## src/rtl/ifu_pq.sv

```systemverilog
// ifu_pq: DEPTH-entry instruction prefetch queue between fetch stage and I-Port (IFU_PQ_BYPASS_EN adds empty-queue bypass)
module ifu_pq #(
  parameter int                    DEPTH      = 4,
  parameter int                    ADDR_WIDTH = 32,
  parameter int                    DATA_WIDTH = 32,
  parameter logic [ADDR_WIDTH-1:0] RESET_ADDR = '0,
  parameter int                    INSTR_SIZE = 4
) (
  input  logic                          clk,
  input  logic                          nrst,
  input  logic                          i_flush,
  input  logic [ADDR_WIDTH-1:0]         i_flush_addr,
  input  logic                          i_pop,
  output logic                          o_valid,
  output logic [DATA_WIDTH-1:0]         o_instr,
  output logic [ADDR_WIDTH-1:0]         o_pc,
  output logic                          o_err_align,
  output logic                          o_err_bus,
  output logic [$clog2(DEPTH):0]        o_count,
  output logic [ADDR_WIDTH-1:0]         o_IAddr,
  output logic                          o_IRdC,
  input  logic [DATA_WIDTH-1:0]         i_IData,
  input  logic                          i_IRdy,
  input  logic                          i_IErr
);
  localparam int AW = $clog2(DEPTH);
  localparam int CW = AW + 1;
  localparam int EW = DATA_WIDTH + ADDR_WIDTH + 2;
  localparam logic [CW-1:0] FULL = CW'(DEPTH);

  typedef enum logic [1:0] {IDLE, REQ, DRAIN, HALT} state_t;

  state_t                state_q, state_d;
  logic [ADDR_WIDTH-1:0] fpc_q, fpc_d, iaddr_q, iaddr_d, fpc_inc;
  logic                  irdc_q, irdc_d;
  logic [AW-1:0]         wptr_q, wptr_d, rptr_q, rptr_d;
  logic [CW-1:0]         count_q, count_d;
  logic [EW-1:0]         mem [DEPTH];
  logic [EW-1:0]         head_q, head_w;
  logic                  enq, pop, byp, resp, enq_ea, enq_eb;
  logic [DATA_WIDTH-1:0] enq_instr;
  logic [ADDR_WIDTH-1:0] enq_pc;

  assign resp    = i_IRdy | i_IErr;
  assign pop     = i_pop & (count_q != '0) & ~i_flush;
  assign fpc_inc = fpc_q + ADDR_WIDTH'(INSTR_SIZE);
`ifdef IFU_PQ_BYPASS_EN
  assign byp = (state_q == REQ) & i_IRdy & ~i_IErr & ~i_flush & (count_q == '0);
`else
  assign byp = 1'b0;
`endif

  // State, fetch PC, bus command, pointers and held head copy
  always_ff @(posedge clk or negedge nrst) begin
    if (!nrst) begin
      state_q <= IDLE;
      fpc_q   <= RESET_ADDR;
      iaddr_q <= RESET_ADDR;
      irdc_q  <= 1'b0;
      wptr_q  <= '0;
      rptr_q  <= '0;
      count_q <= '0;
      head_q  <= {DATA_WIDTH'(0), RESET_ADDR, 2'b00};
    end else begin
      state_q <= state_d;
      fpc_q   <= fpc_d;
      iaddr_q <= iaddr_d;
      irdc_q  <= irdc_d;
      wptr_q  <= wptr_d;
      rptr_q  <= rptr_d;
      count_q <= count_d;
      head_q  <= o_valid ? head_w : head_q;
    end
  end

  // Queue storage; no reset needed since entries are only read when counted valid
  always_ff @(posedge clk) begin
    if (enq) mem[wptr_q] <= {enq_instr, enq_pc, enq_ea, enq_eb};
  end

  // Next state: request issue, response capture, drain and flush override
  always_comb begin
    state_d   = state_q;
    fpc_d     = fpc_q;
    irdc_d    = irdc_q;
    iaddr_d   = iaddr_q;
    enq       = 1'b0;
    enq_instr = i_IData;
    enq_pc    = iaddr_q;
    enq_ea    = 1'b0;
    enq_eb    = 1'b0;
    case (state_q)
      IDLE: if (count_q < FULL) begin
        if (fpc_q[1:0] != 2'b00) begin
          enq       = 1'b1;
          enq_instr = '0;
          enq_pc    = fpc_q;
          enq_ea    = 1'b1;
          state_d   = HALT;
        end else begin
          state_d = REQ;
          irdc_d  = 1'b1;
          iaddr_d = fpc_q;
        end
      end
      REQ: if (i_IErr) begin
        enq       = 1'b1;
        enq_instr = '0;
        enq_eb    = 1'b1;
        irdc_d    = 1'b0;
        state_d   = HALT;
      end else if (i_IRdy) begin
        enq   = ~(byp & i_pop);
        fpc_d = fpc_inc;
        if ((count_q + CW'(enq) - CW'(pop)) < FULL && fpc_inc[1:0] == 2'b00) iaddr_d = fpc_inc;
        else begin
          irdc_d  = 1'b0;
          state_d = IDLE;
        end
      end
      DRAIN: if (resp) begin
        irdc_d  = 1'b0;
        state_d = IDLE;
      end
      default: ;
    endcase
    if (i_flush) begin
      enq   = 1'b0;
      fpc_d = i_flush_addr;
      if ((state_q == REQ || state_q == DRAIN) && !resp) begin
        state_d = DRAIN;
        irdc_d  = 1'b1;
        iaddr_d = iaddr_q;
      end else begin
        state_d = IDLE;
        irdc_d  = 1'b0;
      end
    end
    count_d = i_flush ? '0 : count_q + CW'(enq) - CW'(pop);
    wptr_d  = i_flush ? '0 : wptr_q + AW'(enq);
    rptr_d  = i_flush ? '0 : rptr_q + AW'(pop);
  end

  // Outputs: head entry, bypassed bus word, or the last shown head while empty
  always_comb begin
    head_w  = (count_q != '0) ? mem[rptr_q] : byp ? {i_IData, iaddr_q, 2'b00} : head_q;
    o_valid = (count_q != '0) | byp;
    {o_instr, o_pc, o_err_align, o_err_bus} = head_w;
    o_count = count_q;
    o_IAddr = iaddr_q;
    o_IRdC  = irdc_q;
  end
endmodule
```

## config.mk

```make
export PLATFORM = sky130hd
export DESIGN_NAME = ifu_pq
export DESIGN_NICKNAME = d
export VERILOG_FILES = /design/src/rtl/ifu_pq.sv
export SDC_FILE = /design/constraint.sdc
export NUM_CORES = 1
export LEC_CHECK = 0
export ABC_AREA = 1
export CELL_PAD_IN_SITES_DETAIL_PLACEMENT = 1
export CELL_PAD_IN_SITES_GLOBAL_PLACEMENT = 2
export CORE_MARGIN = 1.5
export CORE_UTILIZATION = 40
export DETAILED_ROUTE_END_ITERATION = 12
export PLACE_DENSITY = 0.95
export SLEW_MARGIN = 20
export SYNTH_ARGS = -nofsm -noshare
export SYNTH_HDL_FRONTEND = slang
export SYNTH_SLANG_ARGS = --single-unit
```

## constraint.sdc

```tcl
create_clock -name clk -period 9.46 [get_ports clk]
set_input_delay 1.892 -clock clk [delete_from_list [all_inputs] [get_ports clk]]
set_output_delay 1.892 -clock clk [all_outputs]
set_load 0.01 [all_outputs]
```

# After elaboration in Yosys (flattened, before gate mapping)

Memories as Yosys holds them, arrays and structs flattened.
Cells that the tools add are included.

Add/subtract/negate cells: 7
Magnitude comparators: 2
Eq/ne operators: 9
Multiplexer cells: 52
Bitwise logic cells: 4
Reduce and logical (&&, ||, !) cells: 14

Operators by type and width:

| kind                                               | number |
|---|---|
| 2-to-1 mux 32 bit                                  | 17 |
| one-hot mux 32 bit (2 select lines)                | 2 |
| 2-to-1 mux 66 bit                                  | 1 |
| adder 32 x 3 -> 32 bit (second input constant)     | 1 |
| 2-to-1 mux 2 bit                                   | 10 |
| 2-to-1 mux 1 bit                                   | 18 |
| != test 3 bit (second input constant)              | 3 |
| != test 4 bit (second input constant)              | 2 |
| less-than comparator 3 bit (second input constant) | 2 |
| one-hot mux 2 bit (3 select lines)                 | 1 |
| AND reduction 6 bit                                | 1 |
| nonzero test 2 bit                                 | 3 |
| subtractor 3 x 1 -> 3 bit                          | 2 |
| AND reduction 5 bit                                | 1 |
| adder 2 x 1 -> 2 bit                               | 2 |
| logical NOT 2 bit                                  | 2 |
| != test 2 bit (second input constant)              | 2 |
| nonzero test 4 bit                                 | 1 |
| adder 3 x 1 -> 3 bit                               | 1 |
| adder 3 x 1 -> 3 bit (second input constant)       | 1 |
| 2-to-1 mux 3 bit                                   | 1 |
| one-hot mux 1 bit (3 select lines)                 | 1 |
| AND reduction 3 bit                                | 1 |
| nonzero test 3 bit                                 | 1 |
| 9 further kinds                                    | 11 |

Flip-flop bits (word level): 140
Memory bits (writable): 264
Input bits: 70
Output and inout bits: 103
Logic and storage cells: 97
Memories: 1

Memories:

| memory | words | bits a word | read ports | clocked after memory_dff | write ports | RTL line | source |
|---|---|---|---|---|---|---|---|
| mem    | 4     | 66          | 1          | 0                        | 1           | 38       | `logic [EW-1:0] mem [DEPTH];` |

# Logic depth before layout (Yosys ltp)

Gate-level depths: netlist of run 1.

Depth in word-level cells: 12
Gate-level depth with buffers: 14
Depth with buffers taken out: 14

# Worst setup path after synthesis of run 1

No wires, ideal clock.

Kind: input -> register
Start point: input port i_flush
End point: memory mem[0][0] (netlist name) (enable)
Library setup time: 0.571 ns
Arrival time: 6.713 ns
Required time: 8.889 ns
Slack: 2.176 ns
Stages: 4
Path buffers: 1
Cell sequence: buf_6 -> inv_4 -> nand2_1 -> nor3_1

Word-level cells in the longest chain between the ends: 3

RTL lines:

| what                                   | RTL line | source |
|---|---|---|
| start: declaration                     | 11       | `input logic i_flush,` |
| 2-to-1 mux 1 bit                       | 127      | `if (i_flush) begin` |
| 2-to-1 mux 1 bit                       | 78       | `if (enq) mem[wptr_q] <= {enq_instr, enq_pc, enq_ea, enq_eb};` |
| 2-to-1 mux 1 bit (implied by the code) | 78       |  |
| end: declaration                       | 38       |  |

No other way between the ends.

# Worst setup path after layout of run 1

Start point: register count_q[2], in the netlist o_count[2]
End point: output port o_instr[21]

Word-level cells in the longest chain between the ends: 2

RTL lines:

| what                     | RTL line | source |
|---|---|---|
| start: declaration       | 37       | `logic [CW-1:0] count_q, count_d;` |
| start signal: assignment | 71       | `count_q <= count_d;` |
| nonzero test 3 bit       | 146      | `head_w = (count_q != '0) ? mem[rptr_q] : byp ? {i_IData, iaddr_q, 2'b00} : head_q;` |
| 2-to-1 mux 66 bit        | 146      |  |
| end: declaration         | 15       | `output logic [DATA_WIDTH-1:0] o_instr,` |

No other way between the ends.

==> impl_metrics.json, run 1 <==
{
  "status": "completed",
  "wirelength_um": 50580,
  "path_clk_slew_ps": 60,
  "post-route-period-util_pct": 61.17,
  "numCtsBuffers": 43,
  "cts_resized": 0,
  "clock.fmax_ghz": 0.1728,
  "ys_seq_elements": 404,
  "ant_nets": 0,
  "synth_flop_cell": "edfxtp_1",
  "slew_headroom_pct": 26.25,
  "port-buffer-count": 172,
  "cts.sinks": 404,
  "grt_max_degree": 115,
  "nNetsFinal": 2012,
  "critical_path.max_fanout": 103,
  "crit_type": "flip-flop to primary output",
  "initial_core_util_pct": 40.84,
  "skew_ps": 23.54,
  "yosysWarnings": 0,
  "critical_path_arrival_ps": 3890,
  "design_area_um2": 21320,
  "drt_pass1_iterations": 8,
  "synth_edf_count": 264,
  "drc": 0,
  "hold_viol_final": 0,
  "dieHeight_um": 213.6,
  "slew_violations": 0,
  "ys_seq_area_share_pct": 64.42,
  "finalSetupViolCount": 0,
  "h-tree-depth": 2,
  "die_w_um": 213.6,
  "core_um2": 43460,
  "dpl.hpwl_um": 31450,
  "crit_required_ps": 7570,
  "drtIter0Drc": 717,
  "synthArstFlopShare_pct": 34.65,
  "clock_latency_ps": 580,
  "cts_buffer_depth": 3,
  "leakage_uw": 0.008115,
  "drv_cap": 0,
  "postCtsHoldBufs": 0,
  "place_ws_ps": 4199,
  "fin_tns_setup_ps": 0,
  "antenna_found_initial": 0,
  "syn-instance-count": 1798,
  "routedWlPerCell_um": 19.81,
  "hp-class": "flip-flop to flip-flop",
  "synth_nets": 1877,
  "netlist_area_um2": 17750,
  "placed_cell_area_um2": 19870,
  "vias": 13542,
  "powerDensity_nw_per_um2": 338.7,
  "layout-drive-gt1-share_pct": 5.491,
  "period_needed_ps": 5786,
  "gp_congestion": 0.8745,
  "mostFrequentLayoutCell": "nor2_1",
  "dieArea_um2": 45640,
  "syn_to_final_growth_pct": 20.12,
  "cts-root-buf": "clkbuf_16",
  "routed_via_density": 5.304,
  "holdWs_ps": 493.7,
  "mostFrequentLayoutCells": "nor2_1, nand2_1, edfxtp_1",
  "fp-row-count": 76,
  "grt_pass1_wl_um": 78400,
  "grtUsageTotal_pct": 22.58,
  "first_global_vias": 14049,
  "postCtsSetupBuffers": 0,
  "synth_cell_type_count": 35,
  "worst_pin_slew_ps": 1106,
  "crit_path_end_kind": "primary output",
  "grt_overflow": 0,
  "avgSynthCellArea_um2": 9.870,
  "start_kind": "flip-flop",
  "ir_drop_uv": 391.3,
  "pin_count": 173,
  "cts_tree": "yes",
  "worst_slack_ps": 3674,
  "rsz0062_at_grt": "false"
}
-- logic make-up after synthesis --
group | after synthesis | synth area share, %
AOI/OAI and AO/OA | 360 | 11.40
adders and majority gates | 9 | 0.6769
DFF | 404 | 64.42
and+or+nand+nor | 817 | 18.13
xor gates and xnor gates | 11 | 0.5429
buffers and inverters | 197 | 4.830
-- where the power goes --
part	internal (µW)	switching [µW]	total, µW
Sequential	2450	200	2650
Combinational	1090	1760	2850
Clock	1030	691	1720
Total	4570	2650	7220
-- critical path, stage by stage (launching register included) --
cell	delay, ps
dfrtp_1	580
nor3_4	120
inv_6	530
buf_4	870
nor2_1	160
a31oi_1	360
clkdlybuf4s50_1	630
-- Yosys cell counts, types with 3 or more instances --
master | n | area, µm²
buf_2 | 39 | 195.2
a31oi_1 | 132 | 825.8
nor2_1 | 442 | 1659
buf_4 | 5 | 37.54
o211ai_1 | 14 | 105.1
nand4_1 | 4 | 25.02
nand3_1 | 53 | 265.3
o21ai_1 | 19 | 95.09
a21oi_1 | 14 | 70.07
o21ai_0 | 173 | 865.8
edfxtp_1 | 264 | 7928
buf_6 | 6 | 67.56
nand2_2 | 4 | 25.02
dfrtp_1 | 140 | 3503
o21bai_1 | 3 | 22.52
ha_1 | 8 | 100.1
buf_1 | 6 | 22.52
nand2_1 | 297 | 1115
xor2_1 | 10 | 87.58
inv_1 | 92 | 345.3
nor3_1 | 7 | 35.03
inv_2 | 8 | 30.03
clkbuf_1 | 38 | 142.6
nor2_2 | 4 | 25.02
-- routing by layer --
metal,track usage [%],vias up,wire [µm]
met5,0,-,0
met4,6.484,0,1106
met3,3.735,72,2105
met2,39.92,263,25770
met1,28.50,6814,21600
li1,-,6393,-
-- layout make-up --
cell class                 instances  area (µm²)
antenna                            1       2.502
clock buffer                      59        1207
clock inverter                    20       235.2
fill                            4856       22140
inverter                         101       387.9
multi-input combinational       1197        5484
sequential                       404       11440
tap                              585       732.0
timing repair buffer             186        1832
-- per-stage QoR --
step	total power (µW)	instances	util, %
2_1_floorplan	4255	1798	-
3_3_place_gp	5410	2473	45.72
3_5_place_dp	5542	2473	45.72
4_1_cts	7300	2552	49.04
5_1_grt	7658	2552	49.05
6_report	7221	2553	49.05
-- flip-flops by register name, summed over array words and instances (netlist names) --
register  cells
fpc_q        32
mem         264
o_IAddr      32
rptr_q        2
head_q       66
state_q       2
wptr_q        2
o_IRdC        1
o_count       3
-- path summary, 6_finish.rpt --
| kind | from | end | slack [ps] | depth (start not counted) |
|---|---|---|---|---|
| max in group asynchronous | nrst | head_q[27]$_DFFE_PN0N_ | 6590 | 2 |
| setup reg to reg | state_q[0]$_DFFE_PN0P_ | mem[2][30]$_DFFE_PP_ | 5960 | 10 |
| min in group asynchronous | nrst | head_q[59]$_DFFE_PN0N_ | 1330 | 1 |
| hold reg to reg | o_IRdC$_DFFE_PN0P_ | o_IRdC$_DFFE_PN0P_ | 490 | 2 |
| setup / recovery | o_count[2]$_DFF_PN0_ | o_instr[21] | 3670 | 6 |
| hold / removal | o_IRdC$_DFFE_PN0P_ | o_IRdC$_DFFE_PN0P_ | 490 | 2 |
Power figures use the tool's default switching activity.
==> run 2: changes to the inputs <==
CORE_UTILIZATION = 37   (was 40)
PLACE_DENSITY = 0.9   (was 0.95)
clock period = 5.45 ns   (was 9.46 ns; I/O delays follow)
==> run 2 against run 1 <==
  * Combinational power grew 74%
  * Largest power group unchanged
  * Global-route usage shrank 1.6 points
  * Highest routed layer unchanged
  * First-iteration DRC count grew 3.8%
  * Design area grew 0.56%
  * Sequential share of layout area shrank 0.30 points
==> impl_metrics.json, run 2 (synthesis gave the netlist of run 1 again) <==
{
  "rsz0062_at_grt": "false",
  "ir_drop_uv": 329.8,
  "cts_tree": "yes",
  "skew_ps": 23.84,
  "leakage_uw": 0.008145,
  "wirelength_um": 51240,
  "layout-drive-gt1-share_pct": 5.829,
  "slew_headroom_pct": 29.26,
  "design_area_um2": 21440,
  "critical_path_arrival_ps": 3480,
  "cts_resized": 0,
  "clock_latency_ps": 580,
  "numCtsBuffers": 44,
  "worst_pin_slew_ps": 1061,
  "holdWs_ps": 499.6,
  "finalSetupViolCount": 0,
  "cts-root-buf": "clkbuf_16",
  "pin_count": 173,
  "drt_pass1_iterations": 6,
  "busiest_layer": "met2",
  "dpl.hpwl_um": 32430,
  "status": "completed",
  "cts_buffer_depth": 3,
  "fp-row-count": 80,
  "port-buffer-count": 172,
  "gp_congestion": 0.8417,
  "reg.largest.list": "mem: 264 flops, head_q: 66 flops",
  "postCtsHoldBufs": 0,
  "cp_slowest_stage_delay_ps": 730,
  "crit_chain": "nor3_4 > inv_6 > buf_4 > nor2_1 > a31oi_1 > clkdlybuf4s50_1",
  "placed_cell_area_um2": 19940,
  "grt_overflow": 0,
  "first_global_vias": 14501,
  "routed_via_density": 5.188,
  "use_met3_pct": 3.180,
  "top_register": "mem",
  "routedWlPerCell_um": 19.79,
  "initial_core_util_pct": 37.32,
  "slew_violations": 0,
  "path_delay_family": "buffers and inverters",
  "drc": 0,
  "post-route-period-util_pct": 83.77,
  "ant_nets": 0,
  "start_kind": "flip-flop",
  "die_w_um": 222,
  "core_um2": 47550,
  "hold_viol_final": 0,
  "nNetsFinal": 2016,
  "dieArea_um2": 49280,
  "worst-path-buf-inv": 3,
  "h-tree-depth": 2,
  "dieHeight_um": 222,
  "drv_cap": 0,
  "grt_pass1_wl_um": 80410,
  "cts.sinks": 404,
  "period_needed_ps": 4565,
  "antenna_found_initial": 0,
  "mostFrequentLayoutCell": "nor2_1",
  "path_clk_slew_ps": 60,
  "grtUsageMet2_pct": 37.67,
  "grtUsageTotal_pct": 20.95,
  "powerDensity_nw_per_um2": 590.4,
  "crit_path_end_kind": "primary output",
  "vias": 13433,
  "clock.fmax_ghz": 0.2190,
  "crit_required_ps": 4360,
  "critical_path.max_fanout": 141,
  "hp-class": "flip-flop to flip-flop",
  "fin_tns_setup_ps": 0,
  "use_met1_pct": 26.02,
  "largest_reg_flops": 264,
  "critPathSlowestCell": "inv_6",
  "drtIter0Drc": 744,
  "mostFrequentLayoutCells": "nor2_1, nand2_1, edfxtp_1",
  "crit_type": "flip-flop to primary output",
  "grt_max_degree": 142,
  "syn_to_final_growth_pct": 20.80,
  "postCtsSetupBuffers": 0
}
## run 2: cell count changes in the layout (fill, tap and decap cells not counted), sizes merged
cell / before / now
clkinvlp: 1 / 4
buf: 15 / 18
inv: 101 / 100
clkbuf: 59 / 60
## run 2: power by group
group | total (µW) | internal (µW) | leakage (µW) | switching (µW)
clock network | 3080 | 1830 | 0.000718 | 1250
logic | 4970 | 1900 | 0.00336 | 3060
registers | 4600 | 4260 | 0.00407 | 348
## run 2: final cells by class
class                   count  area (µm²)
clock inverters            22       259.0
clock buffers              60        1234
multi-input cells        1197        5484
flip-flops and latches    404       11440
repair buffers            189        1863
inverters                 101       389.1
fillers                  5287       26110
diodes                      1       2.502
well taps                 615       769.5
## run 2: stage by stage
stage	cells	setup WS (ps)	total power [µW]	util, %
5_1_grt	2588	697.5	13380	45.08
3_5_place_dp	2506	1537	9670	41.94
4_1_cts	2588	877.8	12800	45.08
6_report	2589	884.5	12660	45.09
2_1_floorplan	1798	-1032	7385	-
3_3_place_gp	2506	1610	9428	41.94
## run 2: worst paths after layout
kind,slack [ps],endpoint,cells past startpoint,startpoint
max in group asynchronous,3850,o_IAddr[25]$_DFFE_PN0P_,2,nrst
min,500,o_IRdC$_DFFE_PN0P_,2,o_IRdC$_DFFE_PN0P_
min in group asynchronous,520,head_q[58]$_DFFE_PN0N_,1,nrst
min reg2reg,500,o_IRdC$_DFFE_PN0P_,2,o_IRdC$_DFFE_PN0P_
max,880,o_instr[2],6,o_count[2]$_DFF_PN0_
max reg2reg,2000,o_IAddr[21]$_DFFE_PN0P_,11,state_q[1]$_DFFE_PN0P_
## run 2: worst reg2reg max path, delay by kind of cell, from the launching register on
kind,cells,cell delay [ps]
flops,1,400
fa+ha+maj,1,150
simple gates,6,1160
buf+inv,4,1640
## run 2: routing by layer
layer | vias up | share of wire (%) | wire length, µm
li1 | 6410 | - | -
met1 | 6712 | 43 | 22280
met2 | 233 | 51 | 26060
met3 | 78 | 3.2 | 1654
met4 | 0 | 2.4 | 1255
met5 | - | 0 | 0
==> run 3: changes to the inputs <==
clock period = 4.75 ns   (was 5.45 ns; I/O delays follow)
==> run 3 against run 2 <==
  * Clock power is 14% higher
  * Sequential cell count stayed put
  * Global-route usage is 0.11 points lower
  * Utilization is 0.22 points higher
  * Cell count is 0.15% higher
  * Combinational power is 15% higher
  * Clock skew is 4.0 ps lower
  * Critical endpoint is now o_instr[13]
  * Sequential share of layout area is 0.25 points lower
  * Critical path depth stayed put
  * Design area is 0.48% higher
==> impl_metrics.json, run 3 (synthesis gave the netlist of run 1 again) <==
{
  "critical_path_arrival_ps": 3260,
  "start_kind": "flip-flop",
  "top_register": "mem",
  "powerDensity_nw_per_um2": 673.0,
  "fillers": 5300,
  "ir_drop_uv": 363.9,
  "reg2reg_setup_slack_ps": 1610,
  "dieArea_um2": 49280,
  "r2r_cells": 13,
  "clock.fmax_ghz": 0.2373,
  "rsz0062_at_grt": "false",
  "status": "completed",
  "mostFrequentLayoutCell": "nor2_1",
  "drv_cap": 0,
  "h-tree-depth": 2,
  "final_util_pct": 45.30,
  "grt_max_degree": 134,
  "post-route-period-util_pct": 88.72,
  "initial_core_util_pct": 37.32,
  "dieHeight_um": 222,
  "path_clk_slew_ps": 60,
  "cts_tree": "yes",
  "grt_pass1_wl_um": 79840,
  "critical_path.max_fanout": 120,
  "crit_path_end_kind": "primary output",
  "crit_type": "flip-flop to primary output",
  "grtUsageTotal_pct": 20.85,
  "fin_tns_setup_ps": 0,
  "reg2reg_from": "state_q[1]$_DFFE_PN0P_",
  "largest_reg_flops": 264,
  "hp-class": "input pin to async pin",
  "antenna_found_initial": 0,
  "finalSetupViolCount": 0,
  "cts-root-buf": "clkbuf_16",
  "drt_pass1_iterations": 5,
  "worst_pin_slew_ps": 993.0,
  "cts_buffer_depth": 3,
  "gp_congestion": 0.8282,
  "pin_count": 173,
  "nNetsFinal": 2020,
  "cts.sinks": 404,
  "routed_via_density": 5.245,
  "antennaDiodeCount": 0,
  "wirelength_um": 51580,
  "clock_latency_ps": 590,
  "placedCellCount": 2509,
  "slew_headroom_pct": 33.10,
  "slew_violations": 0,
  "die_w_um": 222,
  "postCtsSetupBuffers": 0,
  "syn_to_final_growth_pct": 21.38,
  "postCtsHoldBufs": 0,
  "grt_overflow": 0,
  "hold_viol_final": 0,
  "leakage_uw": 0.008198,
  "reg.largest.list": "mem: 264 flops, head_q: 66 flops",
  "cts_resized": 0,
  "crit_required_ps": 3800,
  "dpl.hpwl_um": 32730,
  "layout-drive-gt1-share_pct": 6.117,
  "skew_ps": 19.79,
  "period_needed_ps": 4214,
  "mostFrequentLayoutCells": "nor2_1, nand2_1, edfxtp_1",
  "routedWlPerCell_um": 19.89,
  "ant_nets": 0,
  "core_um2": 47550,
  "drc": 0,
  "fp-row-count": 80,
  "stdcell_count": 2593,
  "port-buffer-count": 172,
  "r2r_end": "o_count[2]$_DFF_PN0_",
  "first_global_vias": 14380,
  "numCtsBuffers": 45,
  "drtIter0Drc": 774,
  "vias": 13601
}
==> run 3: area by class of cell <==
type	instances	area, µm²	area share [%]
sequential	404	11440	53.09
multi-input combinational	1197	5484	25.46
inverter	101	389.1	1.807
tap	615	769.5	3.572
timing repair buffer	192	1961	9.103
clock inverter	19	197.7	0.9178
clock buffer	65	1303	6.047
==> run 3: worst max-delay path, stage by stage, from the launching register on <==
cell,delay (ps)
dfrtp_1,590
nor3_4,110
inv_6,610
buf_4,430
nor2_1,90
a31oi_1,200
clkdlybuf4s50_1,570
==> run 3: report_power, final <==
group          internal [µW]  total, µW  switching (µW)  leakage (µW)
clock                   2080       3520            1450      0.000737
sequential              4880       5250             365       0.00407
combinational           2220       5730            3500       0.00339
total                   9180      14500            5320       0.00820
==> run 3: worst max path at each step <==
stage	start	to	cells after the start
after global placement	o_count[2]$_DFF_PN0_	o_instr[28]	6
after global routing	o_count[2]$_DFF_PN0_	o_instr[13]	6
after detailed placement	o_count[2]$_DFF_PN0_	o_instr[13]	6
after floorplan	state_q[0]$_DFFE_PN0P_	mem[0][0]$_DFFE_PP_	8
final	o_count[2]$_DFF_PN0_	o_instr[13]	6
after CTS	o_count[2]$_DFF_PN0_	o_instr[23]	6
==> run 3: stage by stage <==
step / hold slack (ps) / power (µW) / worst slack (ps) / cell area [µm²]
after floorplan: 478.2 / 8474 / -1596 / 17750
after global placement: 488.4 / 10830 / 1217 / 20040
final: 253.8 / 14500 / 535.7 / 21540
after detailed placement: 502.9 / 11090 / 1132 / 20040
after global routing: 255.2 / 15340 / 304.1 / 21540
after CTS: 243.2 / 14670 / 491.4 / 21540
==> run 3: per-layer routing <==
| layer | routed length (µm) | vias to the layer above | track usage, % | share of wire [%] |
|---|---|---|---|---|
| li1 | - | 6418 | - | - |
| met1 | 22190 | 6799 | 25.94 | 43 |
| met2 | 26080 | 301 | 37.09 | 51 |
| met3 | 2041 | 83 | 3.432 | 4.0 |
| met4 | 1259 | 0 | 6.275 | 2.4 |
| met5 | 0 | - | 0 | 0 |
